==> src/rtl/alu_regfile_seq_if.sv <==
// Command/result channel of the register-file datapath: the requester issues one
// operation per handshake and sees the registered result, flags and completion pulse.
`timescale 1ns/1ps
interface alu_regfile_seq_if #(
  parameter int WIDTH = 8,
  parameter int SELW  = 3
);
  logic             cmd_valid;
  logic             cmd_ready;
  logic [SELW-1:0]  SELA;
  logic [SELW-1:0]  SELB;
  logic [SELW-1:0]  SELD;
  logic [3:0]       OPR;
  logic [WIDTH-1:0] Input;
  logic [WIDTH-1:0] Output;
  logic             carry;
  logic             zero;
  logic             Done;

  modport master (
    output cmd_valid, SELA, SELB, SELD, OPR, Input,
    input  cmd_ready, Output, carry, zero, Done
  );

  modport slave (
    input  cmd_valid, SELA, SELB, SELD, OPR, Input,
    output cmd_ready, Output, carry, zero, Done
  );
endinterface

==> src/rtl/alu_regfile_seq.sv <==
// Register bank + operand muxes + flagged ALU, sequenced IDLE -> EXEC -> WRITE so that
// one command completes every three clocks. Select 0 means the Input bus / no writeback.
`timescale 1ns/1ps
module alu_regfile_seq #(
  parameter int WIDTH = 8,
  parameter int SELW  = 3
) (
  input  logic             Clock,
  input  logic             Reset,
  input  logic             Clear,
  alu_regfile_seq_if.slave bus,
  input  logic [SELW-1:0]  dbg_sel,
  output logic [WIDTH-1:0] dbg_data
);

  localparam int NREG = 2**SELW;

  typedef enum logic [1:0] {IDLE, EXEC, WRITE} state_t;

  state_t           state;
  logic [WIDTH-1:0] regs [NREG];
  logic [WIDTH-1:0] op_a, op_b;
  logic [SELW-1:0]  seld_q;
  logic [3:0]       opr_q;
  logic [WIDTH-1:0] out_q;
  logic             carry_q, zero_q, done_q;

  logic [WIDTH-1:0] mux_a, mux_b;
  logic [WIDTH-1:0] alu_res;
  logic             alu_carry;
  logic [WIDTH:0]   wide;

  // Entry 0 of the bank is never written, so select 0 is steered to the Input bus here.
  always_comb begin
    mux_a = (bus.SELA == '0) ? bus.Input : regs[bus.SELA];
    mux_b = (bus.SELB == '0) ? bus.Input : regs[bus.SELB];
  end

  always_comb begin
    wide      = '0;
    alu_res   = '0;
    alu_carry = 1'b0;
    case (opr_q)
      4'd0:  begin wide = {1'b0, op_a} + {1'b0, op_b};        alu_res = wide[WIDTH-1:0]; alu_carry = wide[WIDTH]; end
      4'd1:  begin wide = {1'b0, op_a} - {1'b0, op_b};        alu_res = wide[WIDTH-1:0]; alu_carry = wide[WIDTH]; end
      4'd2:  alu_res = op_a & op_b;
      4'd3:  alu_res = op_a | op_b;
      4'd4:  alu_res = op_a ^ op_b;
      4'd5:  alu_res = ~(op_a | op_b);
      4'd6:  alu_res = ~op_a;
      4'd7:  alu_res = op_a;
      4'd8:  alu_res = op_b;
      4'd9:  begin alu_res = {op_a[WIDTH-2:0], 1'b0}; alu_carry = op_a[WIDTH-1]; end
      4'd10: begin alu_res = {1'b0, op_a[WIDTH-1:1]}; alu_carry = op_a[0]; end
      4'd11: begin wide = {1'b0, op_a} + (WIDTH+1)'(1);       alu_res = wide[WIDTH-1:0]; alu_carry = wide[WIDTH]; end
      4'd12: begin wide = {1'b0, op_a} - (WIDTH+1)'(1);       alu_res = wide[WIDTH-1:0]; alu_carry = wide[WIDTH]; end
      4'd13: alu_res = '0 - op_a;
      4'd14: alu_res = WIDTH'(op_a < op_b);
      4'd15: alu_res = WIDTH'(op_a == op_b);
    endcase
  end

  // Clear is applied after the sequencer so it overrides a same-edge writeback.
  always_ff @(posedge Clock) begin
    if (Reset) begin
      state   <= IDLE;
      for (int i = 0; i < NREG; i++) regs[i] <= '0;
      op_a    <= '0;
      op_b    <= '0;
      seld_q  <= '0;
      opr_q   <= '0;
      out_q   <= '0;
      carry_q <= 1'b0;
      zero_q  <= 1'b0;
      done_q  <= 1'b0;
    end else begin
      done_q <= 1'b0;
      unique case (state)
        IDLE: begin
          if (bus.cmd_valid) begin
            op_a   <= mux_a;
            op_b   <= mux_b;
            seld_q <= bus.SELD;
            opr_q  <= bus.OPR;
            state  <= EXEC;
          end
        end
        EXEC: begin
          out_q   <= alu_res;
          carry_q <= alu_carry;
          zero_q  <= (alu_res == '0);
          state   <= WRITE;
        end
        WRITE: begin
          if (seld_q != '0) regs[seld_q] <= out_q;
          done_q <= 1'b1;
          state  <= IDLE;
        end
        default: state <= IDLE;
      endcase
      if (Clear) begin
        for (int i = 1; i < NREG; i++) regs[i] <= '0;
      end
    end
  end

  assign bus.cmd_ready = (state == IDLE);
  assign bus.Output    = out_q;
  assign bus.carry     = carry_q;
  assign bus.zero      = zero_q;
  assign bus.Done      = done_q;
  assign dbg_data      = (dbg_sel == '0) ? bus.Input : regs[dbg_sel];

endmodule

==> src/flat_wrapper.sv <==
// flat-port wrapper written by rule: the top's interface ports become plain ports
module alu_regfile_seq_flat 
#(
  parameter int WIDTH = 8,
  parameter int SELW  = 3
)
  (Clock, Reset, Clear, dbg_sel, dbg_data, bus_cmd_valid, bus_SELA, bus_SELB, bus_SELD, bus_OPR, bus_Input, bus_cmd_ready, bus_Output, bus_carry, bus_zero, bus_Done);
  alu_regfile_seq_if #(.WIDTH(WIDTH), .SELW(SELW)) bus_i ();
  input  logic Clock;
  input  logic Reset;
  input  logic Clear;
  input  logic [SELW-1:0] dbg_sel;
  output logic [WIDTH-1:0] dbg_data;
  input wire logic [$bits(bus_i.cmd_valid)-1:0] bus_cmd_valid;
  input wire logic [$bits(bus_i.SELA)-1:0] bus_SELA;
  input wire logic [$bits(bus_i.SELB)-1:0] bus_SELB;
  input wire logic [$bits(bus_i.SELD)-1:0] bus_SELD;
  input wire logic [$bits(bus_i.OPR)-1:0] bus_OPR;
  input wire logic [$bits(bus_i.Input)-1:0] bus_Input;
  output wire logic [$bits(bus_i.cmd_ready)-1:0] bus_cmd_ready;
  output wire logic [$bits(bus_i.Output)-1:0] bus_Output;
  output wire logic [$bits(bus_i.carry)-1:0] bus_carry;
  output wire logic [$bits(bus_i.zero)-1:0] bus_zero;
  output wire logic [$bits(bus_i.Done)-1:0] bus_Done;
  assign bus_i.cmd_valid = bus_cmd_valid;
  assign bus_i.SELA = bus_SELA;
  assign bus_i.SELB = bus_SELB;
  assign bus_i.SELD = bus_SELD;
  assign bus_i.OPR = bus_OPR;
  assign bus_i.Input = bus_Input;
  assign bus_cmd_ready = bus_i.cmd_ready;
  assign bus_Output = bus_i.Output;
  assign bus_carry = bus_i.carry;
  assign bus_zero = bus_i.zero;
  assign bus_Done = bus_i.Done;
  alu_regfile_seq #(.WIDTH(WIDTH), .SELW(SELW)) u_core (.Clock(Clock), .Reset(Reset), .Clear(Clear), .bus(bus_i), .dbg_sel(dbg_sel), .dbg_data(dbg_data));
endmodule
==> config.mk <==
export PLATFORM = sky130hd
export DESIGN_NAME = alu_regfile_seq_flat
export DESIGN_NICKNAME = d
export VERILOG_FILES = /design/src/rtl/alu_regfile_seq_if.sv /design/src/rtl/alu_regfile_seq.sv /design/src/flat_wrapper.sv
export SDC_FILE = /design/constraint.sdc
export NUM_CORES = 1
export LEC_CHECK = 0
export ABC_AREA = 1
export CORE_AREA = 2 2 155 157
export CTS_CLUSTER_SIZE = 24
export DETAILED_ROUTE_END_ITERATION = 8
export DIE_AREA = 0 0 157 159
export GPL_TIMING_DRIVEN = 0
export HOLD_SLACK_MARGIN = 0.12
export PLACE_DENSITY = 0.55
export SLEW_MARGIN = 20
export SYNTH_ARGS = -nofsm -noshare
export SYNTH_HDL_FRONTEND = slang
export SYNTH_SLANG_ARGS = --single-unit
==> constraint.sdc <==
create_clock -name Clock -period 5.5 [get_ports Clock]
set_input_delay 1.65 -clock Clock [delete_from_list [all_inputs] [get_ports Clock]]
set_output_delay 1.65 -clock Clock [all_outputs]
set_load 0.01 [all_outputs]
== Word level (Yosys, flattened, before mapping) ==
Memories as Yosys holds them, arrays and structs flattened.
Index checks and enable logic that the tools add are counted.
Operators by class
  equal/unequal tests: 26
  reductions and logical operators: 9
  mux-type cells: 27
  add/sub/neg operators: 5
  $lt $le $gt $ge: 1
  bitwise gates (word level): 33
Operators with widths (number)
  8-bit one-hot mux with 16 select lines: 1
  8-bit two-way mux: 11
  4-bit == test (second input constant): 8
  3-bit == test (second input constant): 7
  4-bit by 3-bit == test with 1-bit output (second input constant): 4
  8-bit NOT: 2
  1-bit AND: 14
  1-bit two-way mux: 11
  8-bit by 1-bit adder with 9-bit output (second input constant): 1
  8-bit by 8-bit adder with 9-bit output: 1
  3-bit logical NOT: 3
  8-bit by 1-bit subtractor with 9-bit output (second input constant): 1
  8-bit by 8-bit subtractor with 9-bit output: 1
  8-bit AND: 1
  4-bit by 2-bit == test with 1-bit output (second input constant): 2
  8-bit == test: 1
  8-bit logical NOT: 1
  8-bit < comparator: 1
  8-bit bitwise OR: 1
  8-bit OR reduction: 1
  1-bit by 8-bit subtractor with 8-bit output (first input constant): 1
  8-bit bitwise XOR: 1
  1-bit NOT: 7
  1-bit bitwise OR: 7
  other kinds (12): 12
Storage, ports and cells
  flip-flop bits (word level): 36
  memories: 1
  word-level logic and storage cells: 111
  output and inout bits: 20
  input bits: 28
  RAM bits: 64
Memory list
  u_core.regs: words 8, bits a word 8, rd ports 3, clocked after Yosys merged registers in 0, wr ports 8, line alu_regfile_seq.sv:21  | logic [WIDTH-1:0] regs [NREG];

== Longest topological paths before layout ==
Gate-level depths: netlist of the first run.
  depth after elaboration: 14
  depth in mapped cells: 18

== Least setup slack after synthesis of the first run ==
OpenSTA, ideal clock, no wires.
  kind: in2out
  start point: input dbg_sel[0]
  end point: output dbg_data[5]
  required time: 3.850 ns
  cell stages on the path: 5
  setup slack: 1.436 ns
  arrival time: 2.414 ns
  path buffers: 1
  cell sequence: inv_1 > clkbuf_1 > nand2_1 > a21oi_1 > a32o_1
On the way
  longest elaborated chain between the ends: 2
  elaborated cells between the ends (all ways): 3
  classes of those cells: mux (1); reduce/logical (1); memory (1)
Ends and longest elaborated chain
  start: declaration: line flat_wrapper.sv:12  | input logic [SELW-1:0] dbg_sel;
  memory 8 x 8 bit or 3-bit logical NOT (tied branches)
  8-bit two-way mux (*): line alu_regfile_seq.sv:112  | assign dbg_data = (dbg_sel == '0) ? bus.Input : regs[dbg_sel];
  end: declaration: line flat_wrapper.sv:13  | output logic [WIDTH-1:0] dbg_data;
Every way passes the cells marked *; elsewhere a longest branch is shown, timed or not.

== Final worst setup path of the first run ==
  start point: input dbg_sel[0]
  end point: output dbg_data[6]
Same word-level chain as after synthesis.

==> out/metrics.cfg, run 1 <==
[route]
drc = 0
routedWlPerCell_um = 18.7
ant_nets = 0
drtPass1Iterations = 5
first_iter_violations = 871
vias_per_cell = 5.34
wirelength_mm = 27.2
vias = 7797

[pwr]
switching_power_uw = 664
clkPwrFrac = 0.352
pwr-share-seq = 0.399
switching_share = 0.339
peakVddDrop_mv = 0.146
powerDensity_mw_per_mm2 = 242
p_leak_uw = 0.00333
power_frac_comb = 0.249
intPower_uw = 1290

[sta]
fmax_mhz = 185
period_share = 0.981
relSlewSlack = 0.529
finalSetupViolCount = 0
worst_slew_pin_slew_ps = 707
drv_slew = 0
hold-worst-slack_ps = 460
grt_setup_unrepaired = false
hold_viol = 0
min_period_ps = 5400
clock_skew_ps = 7.36

[cells_and_area]
diodes = 0
fin_nets = 1192
multi_input_area_mm2 = 0.00409
layout-drive-gt1-share = 0.0263
ff_latch_area_mm2 = 0.00224
areaGrowthSynthToFinish_pct = 17.0
n_fill_cell = 2575
fin_cells = 1460

[synth]
synth-compound-area-share = 0.198
synth_top_family_by_area = simple AND/OR/NAND/NOR gates
synth_area_mm2 = 0.00691
synth-adder-area-share = 0.0529
yosys-top-cells-area = edfxtp_1, nand2_1, dfxtp_1, nor2_1, o21ai_0
synth_nets = 1137
synth-seq-cells = 92
avgSynthCellArea_um2 = 6.39
yosysWarnings = 0
synth_top_area_cell = edfxtp_1
synthCells = 1081
synth.mux.area_fraction = 0
yosysSeqAreaShare = 0.325
synthXorXnorAreaFrac = 0.00761
synth_top_area_frac = 0.174
synthDistinctLibCells = 26
synthSimpleGateAreaFrac = 0.334

[global_routing]
grt.total_usage = 0.217
antenna_found_initial = 0
grt_max_degree = 17
overflow = 0
grt_pass1_vias = 7263
grt_pass1_wl_mm = 41.6

[clock_tree]
cts.sinks = 92
htree_levels = 3
clk_pin_slew_ps = 70
post-cts-setup-buffers = 0
numCtsBuffers = 9
cts_hold_buf = 0
tritoncts = yes
clk_latency_ps = 360
root_buffer = clkbuf_16
clockBufferDepth = 2

[floorplanning]
die_x_um = 157
core_area_mm2 = 0.0232
initial_core_util = 0.298
row_count = 56
dieArea_mm2 = 0.0250
fp.dieH_um = 159
io_pins = 48

[min_path]
min_to = u_core.regs[2][7]
hold_class = flop to flop
min_path_cells = 2
min_from = u_core.regs[2][7]

[setup_path]
slowest_delay_ps = 550
slowest_stage = clkdlybuf4s50_1
r2r.worst_path.cells = 13
worst_setup_path_end_kind = primary output
timing.rr.start = u_core.op_a[6]
worst-setup-path-type = input port to primary output
cp_max_fo = 10
crit_arrival_ps = 3750
r2r_slack_ps = 2570
crit_start = dbg_sel[0]
r2r_end = u_core.bus.Output[7]
cp-start-kind = input port
worstPathRequired_ps = 3850
path_cells = clkdlybuf4s50_1 > clkbuf_1 > a21oi_1 > a21oi_1 > a32o_1 > clkdlybuf4s50_1
path_buf_inv = 3
crit_family = buffers and inverters

[place]
numPortBuffers = 44
gp_congestion = 0.938
dp.cells = 1444
hpwl_mm = 20.8

[run]
max_cap_violations = 0

[run_status]
status = finished, final reports clean

[synthesized netlist by cell type]
library cell	count
nand2_1	280
ha_1	26
o221ai_1	16
nand3b_1	4
nor3_1	7
a221oi_1	1
nor2_2	4
dfxtp_1	52
a21oi_1	96
buf_2	7
xor2_1	6
fa_1	2
clkbuf_1	40
o211ai_1	20
nor4_1	1
a211oi_1	2
buf_1	1
or2_2	2
edfxtp_1	40
inv_1	103
o21ai_0	97
nor2_1	158
a32o_1	8
a21o_1	1
nand4_1	12
nand3_1	95
[layout make-up]
type / count / area share
buffer: 48 / 0.0237
clock buffer: 13 / 0.0376
clock inverter: 3 / 0.00325
inverter: 103 / 0.0479
multi-input combinational: 838 / 0.506
sequential: 92 / 0.278
tap: 319 / 0.0494
timing repair buffer: 44 / 0.0545
[cell usage in the layout, fill, tap and decap left out, types with 3 or more instances in the layout]
master / synthesis / routed
o211ai_1: 20 / 20
ha_1: 26 / 26
buf_2: 7 / 7
edfxtp_1: 40 / 40
nand2_1: 280 / 280
nor3_1: 7 / 7
nand3b_1: 4 / 4
inv_1: 103 / 103
nor2_2: 4 / 4
clkbuf_16: 0 / 12
inv_6: 0 / 3
nand4_1: 12 / 12
xor2_1: 6 / 6
nor2_1: 158 / 158
a21oi_1: 96 / 96
o221ai_1: 16 / 16
clkbuf_1: 40 / 39
dfxtp_1: 52 / 52
a32o_1: 8 / 8
clkdlybuf4s50_1: 0 / 44
nand3_1: 95 / 95
o21ai_0: 97 / 97
[routing by layer]
metal / up-vias / wire [um] / part of all wire / GRT usage
li1: 3732 / - / - / -
met1: 3583 / 11800 / 0.43 / 0.306
met2: 411 / 12100 / 0.44 / 0.329
met3: 71 / 2330 / 0.085 / 0.0316
met4: 0 / 1030 / 0.038 / 0.0922
met5: - / 0 / 0 / 0
[how the worst max path moves through the flow]
stage	endpoint	slack (ps)	depth (start not counted)
2_1_floorplan	dbg_data[5]	1440	5
5_1_grt	dbg_data[6]	8	7
6_report	dbg_data[6]	100	6
3_5_place_dp	dbg_data[7]	30	7
3_3_place_gp	dbg_data[7]	-3	7
4_1_cts	dbg_data[2]	20	7
[flip-flops by register name, summed over array words and instances (netlist names)]
register	cells
u_core.bus.Done	1
u_core.bus.Output	8
u_core.bus.carry	1
u_core.bus.zero	1
u_core.op_a	8
u_core.op_b	8
u_core.opr_q	4
u_core.regs	56
u_core.seld_q	3
u_core.state	2
[tightest hold or removal path, delay by kind of cell, from the launching register on]
family             cells  cell delay [ps]
and+or+nand+nor        1               60
DFF                    1              310
AOI/OAI and AO/OA      1               50
[stage by stage]
stage               setup TNS [ps]  power [uW]  cell area (um2)   util  worst slack, ps
floorplan                        0        1080             6910      -             1440
global placement             -2.58        1270             7750  0.334            -2.58
detailed placement               0        1270             7750  0.334             28.0
CTS                              0        1950             8080  0.348             18.1
global route                     0        2040             8080  0.348             8.16
finish                           0        1960             8080  0.348              103
[timing repair]
action,in CTS,in global routing
endpoints found under the setup margin,0,8
endpoints found under the hold margin,0,0
gates resized for setup,0,4
[cells by family after synthesis]
group	after synthesis
AND/OR/NAND/NOR	563
AO/OA/AOI/OAI	241
buffers and inverters	151
flip-flops	92
adder cells (fa/ha/maj)	28
XOR/XNOR	6
[power groups by stage]
stage | Combinational [uW] | Clock (uW) | Sequential, uW
after floorplan | 301 | 0 | 782
after global placement | 474 | 0 | 796
after detailed placement | 474 | 0 | 796
after CTS | 476 | 694 | 781
after global routing | 535 | 715 | 785
final | 487 | 688 | 782
Power figures use the tool's default switching activity.
==> run 2: changes to the inputs <==
--- a/config.mk
+++ b/config.mk
@@ -6,13 +6,15 @@
 export NUM_CORES = 1
 export LEC_CHECK = 0
 export ABC_AREA = 1
+export CELL_PAD_IN_SITES_DETAIL_PLACEMENT = 0
+export CELL_PAD_IN_SITES_GLOBAL_PLACEMENT = 1
 export CORE_AREA = 2 2 155 157
 export CTS_CLUSTER_SIZE = 24
 export DETAILED_ROUTE_END_ITERATION = 8
 export DIE_AREA = 0 0 157 159
 export GPL_TIMING_DRIVEN = 0
 export HOLD_SLACK_MARGIN = 0.12
-export PLACE_DENSITY = 0.55
+export PLACE_DENSITY = 0.69
 export SLEW_MARGIN = 20
 export SYNTH_ARGS = -nofsm -noshare
 export SYNTH_HDL_FRONTEND = slang
==> constraint.sdc (replaced) <==
create_clock -name Clock -period 5.75 [get_ports Clock]
set_input_delay 1.725 -clock Clock [delete_from_list [all_inputs] [get_ports Clock]]
set_output_delay 1.725 -clock Clock [all_outputs]
set_load 0.01 [all_outputs]
==> run 2 against run 1 <==
Flip-flop and latch count did not move. Sequential share of layout area rose by 0.060 points. Clock power fell by 9.0%. Power fell by 5.9%. Wire length rose by 2.9%. Non-clock buffer count did not move. Hold slack improved by 4.8 ps. Critical path type unchanged. Largest cell class unchanged.
==> out/metrics.cfg, run 2 (synthesized netlist as in run 1, its figures left out) <==
[run_status]
status = finished, final reports clean

[route]
drc = 0  ; unchanged
vias_per_cell = 5.26  ; -1.6%
first_iter_violations = 837  ; -3.9%
vias = 7676  ; -1.6%
routedWlPerCell_um = 19.2  ; +2.9%
drtPass1Iterations = 5  ; unchanged
wirelength_mm = 28.0  ; +2.9%
ant_nets = 0  ; unchanged

[pwr]
switching_power_uw = 635  ; -4.4%
intPower_uw = 1210  ; -6.7%
power_frac_comb = 0.250  ; about the same
pwr-share-seq = 0.410  ; +0.011
peakVddDrop_mv = 0.158  ; +8.1%
powerDensity_mw_per_mm2 = 228  ; -5.7%
switching_share = 0.345  ; +0.00554
p_leak_uw = 0.00331  ; -0.43%
total_power_uw = 1840  ; -5.9%
clkPwrFrac = 0.340  ; -0.012

[cells_and_area]
layout_commonest_cell = nand2_1
areaGrowthSynthToFinish_pct = 16.7
diodes = 0  ; unchanged
layout-drive-gt1-share = 0.0254  ; -0.000876
layout_common_cells = nand2_1, nor2_1, inv_1
fin_nets = 1192  ; unchanged
largest_register_ffs = 56  ; unchanged
top_register = u_core.regs

[sta]
grt_setup_unrepaired = false
hold_viol = 0  ; unchanged
relSlewSlack = 0.513  ; -0.0157
drv_slew = 0  ; unchanged
worst_slack_ps = 137  ; +34.6 ps
worst_slew_pin_slew_ps = 728  ; +20.9 ps
tns_ps = 0  ; unchanged
period_share = 0.976
fmax_mhz = 178
min_period_ps = 5610
finalSetupViolCount = 0  ; unchanged
clock_skew_ps = 16.0  ; +8.66 ps

[clock_tree]
numCtsBuffers = 9  ; unchanged
clk_latency_ps = 350  ; about the same
root_buffer = clkbuf_16
post-cts-setup-buffers = 0  ; unchanged
cts_resized = 0  ; unchanged
htree_levels = 3  ; unchanged
clockBufferDepth = 2  ; unchanged
cts.sinks = 92  ; unchanged
cts_hold_buf = 0  ; unchanged
clk_pin_slew_ps = 60  ; about the same
tritoncts = yes

[place]
gp_congestion = 0.963  ; +2.7%
post-place-ws_ps = 206  ; +178 ps
numPortBuffers = 44  ; unchanged
hpwl_mm = 22.1  ; +6.2%

[floorplanning]
die_x_um = 157  ; unchanged
fp.dieH_um = 159  ; unchanged
dieArea_mm2 = 0.0250  ; unchanged
core_area_mm2 = 0.0232  ; unchanged
row_count = 56  ; unchanged
io_pins = 48  ; unchanged
initial_core_util = 0.298  ; unchanged

[global_routing]
grt_pass1_vias = 7093  ; -2.3%
grt_max_degree = 19  ; +2
grt.total_usage = 0.222  ; +0.00508
overflow = 0  ; unchanged
grt_pass1_wl_mm = 42.2  ; +1.4%
antenna_found_initial = 0  ; unchanged

[setup_path]
worstPathRequired_ps = 4030  ; +180 ps
worst-setup-path-type = input port to primary output
crit_arrival_ps = 3890  ; +140 ps
worst_setup_path_end_kind = primary output
cp-start-kind = input port
cp_max_fo = 10  ; unchanged

[min_path]
hold_class = flop to flop

[run]
max_cap_violations = 0  ; unchanged

## run 2: final cells by class
type                            count  area, um2
Fill cell                        2574      15100
Multi-Input combinational cell    838       4090
Sequential cell                    92       2240
Timing Repair Buffer               44        440
Tap cell                          319        399
Inverter                          103        387
Clock buffer                        9        225
Buffer                             48        189
Clock inverter                      7       90.1
## run 2: metrics by stage
step / utilization / hold slack (ps) / instance area [um2] / cells
final: 0.348 / 465 / 8060 / 1460
after global routing: 0.348 / 496 / 8060 / 1460
after CTS: 0.348 / 466 / 8060 / 1460
after detailed placement: 0.334 / 456 / 7750 / 1444
after global placement: 0.334 / 452 / 7750 / 1444
after floorplan: - / 434 / 6910 / 1081
## run 2: worst paths after layout
check	from	end	slack [ps]	cells past startpoint
worst max-delay path	dbg_sel[0]	dbg_data[7]	140	7
worst min-delay path	u_core.regs[2][1]	u_core.regs[2][1]	470	2
worst max register to register	u_core.op_a[2]	u_core.bus.Output[7]	2860	17
worst min register to register	u_core.regs[2][1]	u_core.regs[2][1]	470	2
## run 2: power by group through the flow
stage,clock [uW],sequential (uW),combinational (uW)
2_1_floorplan,0,748,288
3_3_place_gp,0,768,453
3_5_place_dp,0,767,452
4_1_cts,639,752,455
5_1_grt,667,757,509
6_report,626,754,461
## run 2: metal layers
layer | track usage | part of all wire | vias to the layer above
li1 | - | - | 3725
met1 | 0.334 | 0.48 | 3571
met2 | 0.329 | 0.42 | 332
met3 | 0.0310 | 0.070 | 48
met4 | 0.0626 | 0.026 | 0
met5 | 0 | 0 | -
## run 2: critical path, stage by stage
cell and delay (ps):
clkdlybuf4s50_1 470, inv_1 190, clkbuf_1 490, nand2_1 100, a21oi_1 180, a32o_1 180, clkdlybuf4s50_1 550
==> variant 1, RTL diff (config.mk and constraints of run 2) <==
`SELW` is set to 3 in 3 places; all go to 2.
--- a/src/rtl/alu_regfile_seq_if.sv
+++ b/src/rtl/alu_regfile_seq_if.sv
@@ -3,7 +3,7 @@
 `timescale 1ns/1ps
 interface alu_regfile_seq_if #(
   parameter int WIDTH = 8,
-  parameter int SELW  = 3
+  parameter int SELW  = 2
 );
   logic             cmd_valid;
   logic             cmd_ready;
--- a/src/rtl/alu_regfile_seq.sv
+++ b/src/rtl/alu_regfile_seq.sv
@@ -3,7 +3,7 @@
 `timescale 1ns/1ps
 module alu_regfile_seq #(
   parameter int WIDTH = 8,
-  parameter int SELW  = 3
+  parameter int SELW  = 2
 ) (
   input  logic             Clock,
   input  logic             Reset,
--- a/src/flat_wrapper.sv
+++ b/src/flat_wrapper.sv
@@ -2,7 +2,7 @@
 module alu_regfile_seq_flat 
 #(
   parameter int WIDTH = 8,
-  parameter int SELW  = 3
+  parameter int SELW  = 2
 )
   (Clock, Reset, Clear, dbg_sel, dbg_data, bus_cmd_valid, bus_SELA, bus_SELB, bus_SELD, bus_OPR, bus_Input, bus_cmd_ready, bus_Output, bus_carry, bus_zero, bus_Done);
   alu_regfile_seq_if #(.WIDTH(WIDTH), .SELW(SELW)) bus_i ();
Ports: changed (resized bus_SELA, bus_SELB, bus_SELD and dbg_sel); port bits go from 48 to 44. The function was not compared with the original's and may differ.
==> variant 1 against run 2 <==
Sequential power down 34%; wire length shrank 33%; clock skew is 0.0084 ns lower; worst setup slack better by 0.21 ns; total power is 19% lower; critical path depth decreased by 1; hold slack gained 0.0035 ns; first-iteration DRC count down 51%; area after synthesis shrank 28%; count of clock-buffer cells in the layout did not move; largest power group is now the clock network; cell area fell by 25%; sequential cell count decreased by 33; synthesized cell count decreased by 25%; combinational power down 4.6%.
==> variant 1: results (changes against run 2) <==
Status
  – Status: complete, no violations (unchanged)

Synth
  – Syn Inst Count: 808 (was 1081)
  – Sequential share of the synthesized area: 0.285 (was 0.325)
  – Yosys cell types: 35 (was 26)
  – Syn nets: 860 (was 1137)
  – Top cells by instance count after synthesis: nand2_1 (252), nor2_1 (104), nand3_1 (94), inv_1 (89) (was nand2_1 (280), nor2_1 (158), inv_1 (103), o21ai_0 (97), a21oi_1 (96))
  – Yosys top cell area share: 0.190 (was 0.174)
  – Area contributors post-synth: nand2_1 (19%), edfxtp_1 (14%), dfxtp_1 (14%) (was edfxtp_1 (17%), nand2_1 (15%), dfxtp_1 (15%))

Pwr
  – P_leak: 2.70 nW (was 3.31 nW)
  – Peak supply drop: 0.158 mV (about the same)

Drt
  – Total number of vias: 5539 (was 7676)
  – Metal2 WL: 8.46 mm (was 11.9 mm)
  – Routed vias/inst: 4.69 (was 5.26)
  – Wire length on met1: 9.02 mm (was 13.4 mm)
  – Met3 routed WL: 1.05 mm (was 1.96 mm)
  – Routed length per instance: 15.9 um (was 19.2 um)

Final layout
  – Largest register FFs: 24 (was 56)
  – Final-layout fill cell count: 2625 (was 2574)

Global routing
  – M3 GR Usage: 0.0171 (was 0.0310)
  – First-pass GRT wire length: 28.7 mm (was 42.2 mm)
  – Vias in the first global route: 5106 (was 7093)
  – Met2 Use GR: 0.229 (was 0.329)
  – Total GRT Usage: 0.148 (was 0.222)

Placed design
  – DP Cell Count: 1165 (was 1444)
  – GPL Wtd Cong: 0.910 (was 0.963)
  – Port bufs: 38 (was 44)

Critical path
  – Worst Path Arrival: 3.68 ns (was 3.89 ns)

Clock network
  – Clock Latency Late Sink: 0.33 ns (was 0.35 ns)

Timing
  – Clk_skew: 0.00762 ns (was 0.0160 ns)
  – Slew @ Worst Pin: 0.672 ns (was 0.728 ns)
[variant 1: changes by cell type after synthesis, sizes merged, moves of 17 or more]
cell / run 2 / this run
nand2: 280 / 252
clkbuf: 40 / 18
nor2: 162 / 108
a21oi: 96 / 37
o21ai: 97 / 37
dfxtp: 52 / 35
[variant 1: power by group]
group	leakage, nW	internal, mW	total, mW	switching, mW
clock	0.145	0.342	0.548	0.206
sequential	0.556	0.462	0.499	0.0364
combinational	1.99	0.144	0.440	0.297
[variant 1: layout make-up]
class	count	area, um^2	share of cell area
inverters	94	353	0.0581
well taps	319	399	0.0657
repair buffers	38	380	0.0626
clock inverters	7	82.6	0.0136
flip-flops and latches	59	1420	0.234
multi-input cells	623	3060	0.504
plain buffers	32	155	0.0255
clock buffers	9	225	0.0371
[variant 1: kinds of logic after synthesis]
logic type               share of synthesized area
buffers and inverters                        0.102
XOR/XNOR                                   0.00702
adder cells (fa/ha/maj)                     0.0732
AO/OA/AOI/OAI                                0.139
AND/OR/NAND/NOR                              0.394
flip-flops                                   0.285
[variant 1: final timing paths]
kind / slack, ns / to / startpoint / cells past startpoint
worst max-delay path: 0.35 / dbg_data[7] / dbg_sel[0] / 6
worst min-delay path: 0.47 / u_core.bus.zero / u_core.bus.zero / 2
worst max register to register: 2.87 / u_core.bus.zero / u_core.op_a[0] / 16
worst min register to register: 0.47 / u_core.bus.zero / u_core.bus.zero / 2
[variant 1: worst max-delay path, stage by stage]
cell,delay [ns]
clkbuf_1,0.23
inv_1,0.30
clkbuf_1,0.43
nand2_1,0.10
a31oi_1,0.29
clkdlybuf4s50_1,0.59
[variant 1: through the flow]
stage	total power, mW	instance area, um^2
2_1_floorplan	0.773	4990
3_3_place_gp	0.941	5770
3_5_place_dp	0.941	5770
4_1_cts	1.49	6080
5_1_grt	1.57	6080
6_report	1.49	6080
==> variant 2, RTL diff (config.mk and constraints of run 2) <==
Without the edit above. The 3 states of `state_t` get a one-hot encoding in 3 bits.
--- a/src/rtl/alu_regfile_seq.sv
+++ b/src/rtl/alu_regfile_seq.sv
@@ -15,7 +15,7 @@
 
   localparam int NREG = 2**SELW;
 
-  typedef enum logic [1:0] {IDLE, EXEC, WRITE} state_t;
+  typedef enum logic [2:0] {IDLE = 3'b001, EXEC = 3'b010, WRITE = 3'b100} state_t;
 
   state_t           state;
   logic [WIDTH-1:0] regs [NREG];
Function: no difference found for any inputs over 4 cycles, from zero or initial values and one cycle with Reset high; so few cycles prove little.
==> variant 2 against run 2 <==
Die area stayed put; cell area rose by 1.8%; combinational power grew 5.0%; sequential cell count up 1; worst setup slack better by 0.075 ns; area after synthesis increased by 2.3%; wire length increased by 3.8%; total power decreased by 0.75%; largest power group unchanged.
==> variant 2: results (changes against run 2) <==
Critical path
  – Worst Path Arrival: 3.81 ns (was 3.89 ns)
  – Flop2flop setup slack: 2.74 ns (was 2.86 ns)
  – CP Capture Point: dbg_data[0] (was dbg_data[7])
  – Worst r2r dst: u_core.bus.zero (was u_core.bus.Output[7])
  – R2R Path Start: u_core.op_a[0] (was u_core.op_a[2])

Synth
  – Area contributors post-synth: edfxtp_1 (17%), dfxtp_1 (15%), nand2_1 (13%) (was edfxtp_1 (17%), nand2_1 (15%), dfxtp_1 (15%))
  – Sequential share of the synthesized area: 0.320 (was 0.325)
  – Syn nets: 1158 (was 1137)
  – Yosys cell types: 34 (was 26)

Pwr
  – Comb. pwr: 484 uW (was 461 uW)
  – P_leak: 3.36 nW (was 3.31 nW)
  – Sw power: 638 uW (was 635 uW)
  – Part of the power in combinational logic: 0.265 (was 0.250)
  – Flop pwr share: 0.413 (was 0.410)

Final layout
  – Non-clock buffers, area share: 0.0816 (was 0.0781)
  – Nonclk buf count: 98 (was 92)
  – Logic inverters: 112 (was 103)
  – Share of cells above drive strength 1: 0.0387 (was 0.0254)
  – Clock-cell share of area: 0.0355 (was 0.0391)
  – Sequential cells: 93 (was 92)
  – Final-layout fill cell count: 2605 (was 2574)

Drt
  – Wire length on met1: 13.8 mm (was 13.4 mm)
  – Initial drt markers: 921 (was 837)
  – Met3 routed WL: 2.42 mm (was 1.96 mm)
  – Metal2 WL: 12.4 mm (was 11.9 mm)
  – Total number of vias: 7822 (was 7676)

Timing
  – WHS: 0.468 ns (was 0.465 ns)
  – Slew HR: 0.511 (was 0.513)

Worst hold path
  – Hold Crit Start: u_core.bus.carry (was u_core.regs[2][1])
  – End of the worst hold path: u_core.bus.carry (was u_core.regs[2][1])

Global routing
  – First-pass GRT wire length: 43.9 mm (was 42.2 mm)
  – Vias in the first global route: 7054 (was 7093)

Placed design
  – GPL Wtd Cong: 0.936 (was 0.963)

Status
  – Status: complete, no violations (unchanged)
variant 2: critical path, stage by stage:
cell and delay (ns):
clkdlybuf4s50_1 0.47, inv_1 0.17, clkbuf_1 0.39, nand2_1 0.09, a21oi_1 0.25, a32o_1 0.17
clkdlybuf4s50_1 0.53
variant 2: cell families (layout without fill, tap and decap cells):
family,Yosys count,count (layout),share of synthesized area
simple gates,576,576,0.341
xor+xnor,5,5,0.00620
compound gates,235,235,0.191
flops,93,93,0.320
buf+inv,165,226,0.0905
fa+ha+maj,28,28,0.0517
variant 2: metrics by stage:
stage / utilization / setup WS, ns
after CTS: 0.354 / 0.195
after detailed placement: 0.341 / 0.208
after floorplan: - / 1.54
after global routing: 0.354 / 0.0361
final: 0.354 / 0.212
after global placement: 0.341 / 0.192
variant 2: layer usage:
layer,vias up,track usage
li1,3808,-
met1,3642,0.359
met2,342,0.341
met3,30,0.0267
met4,0,0.0580
met5,-,0
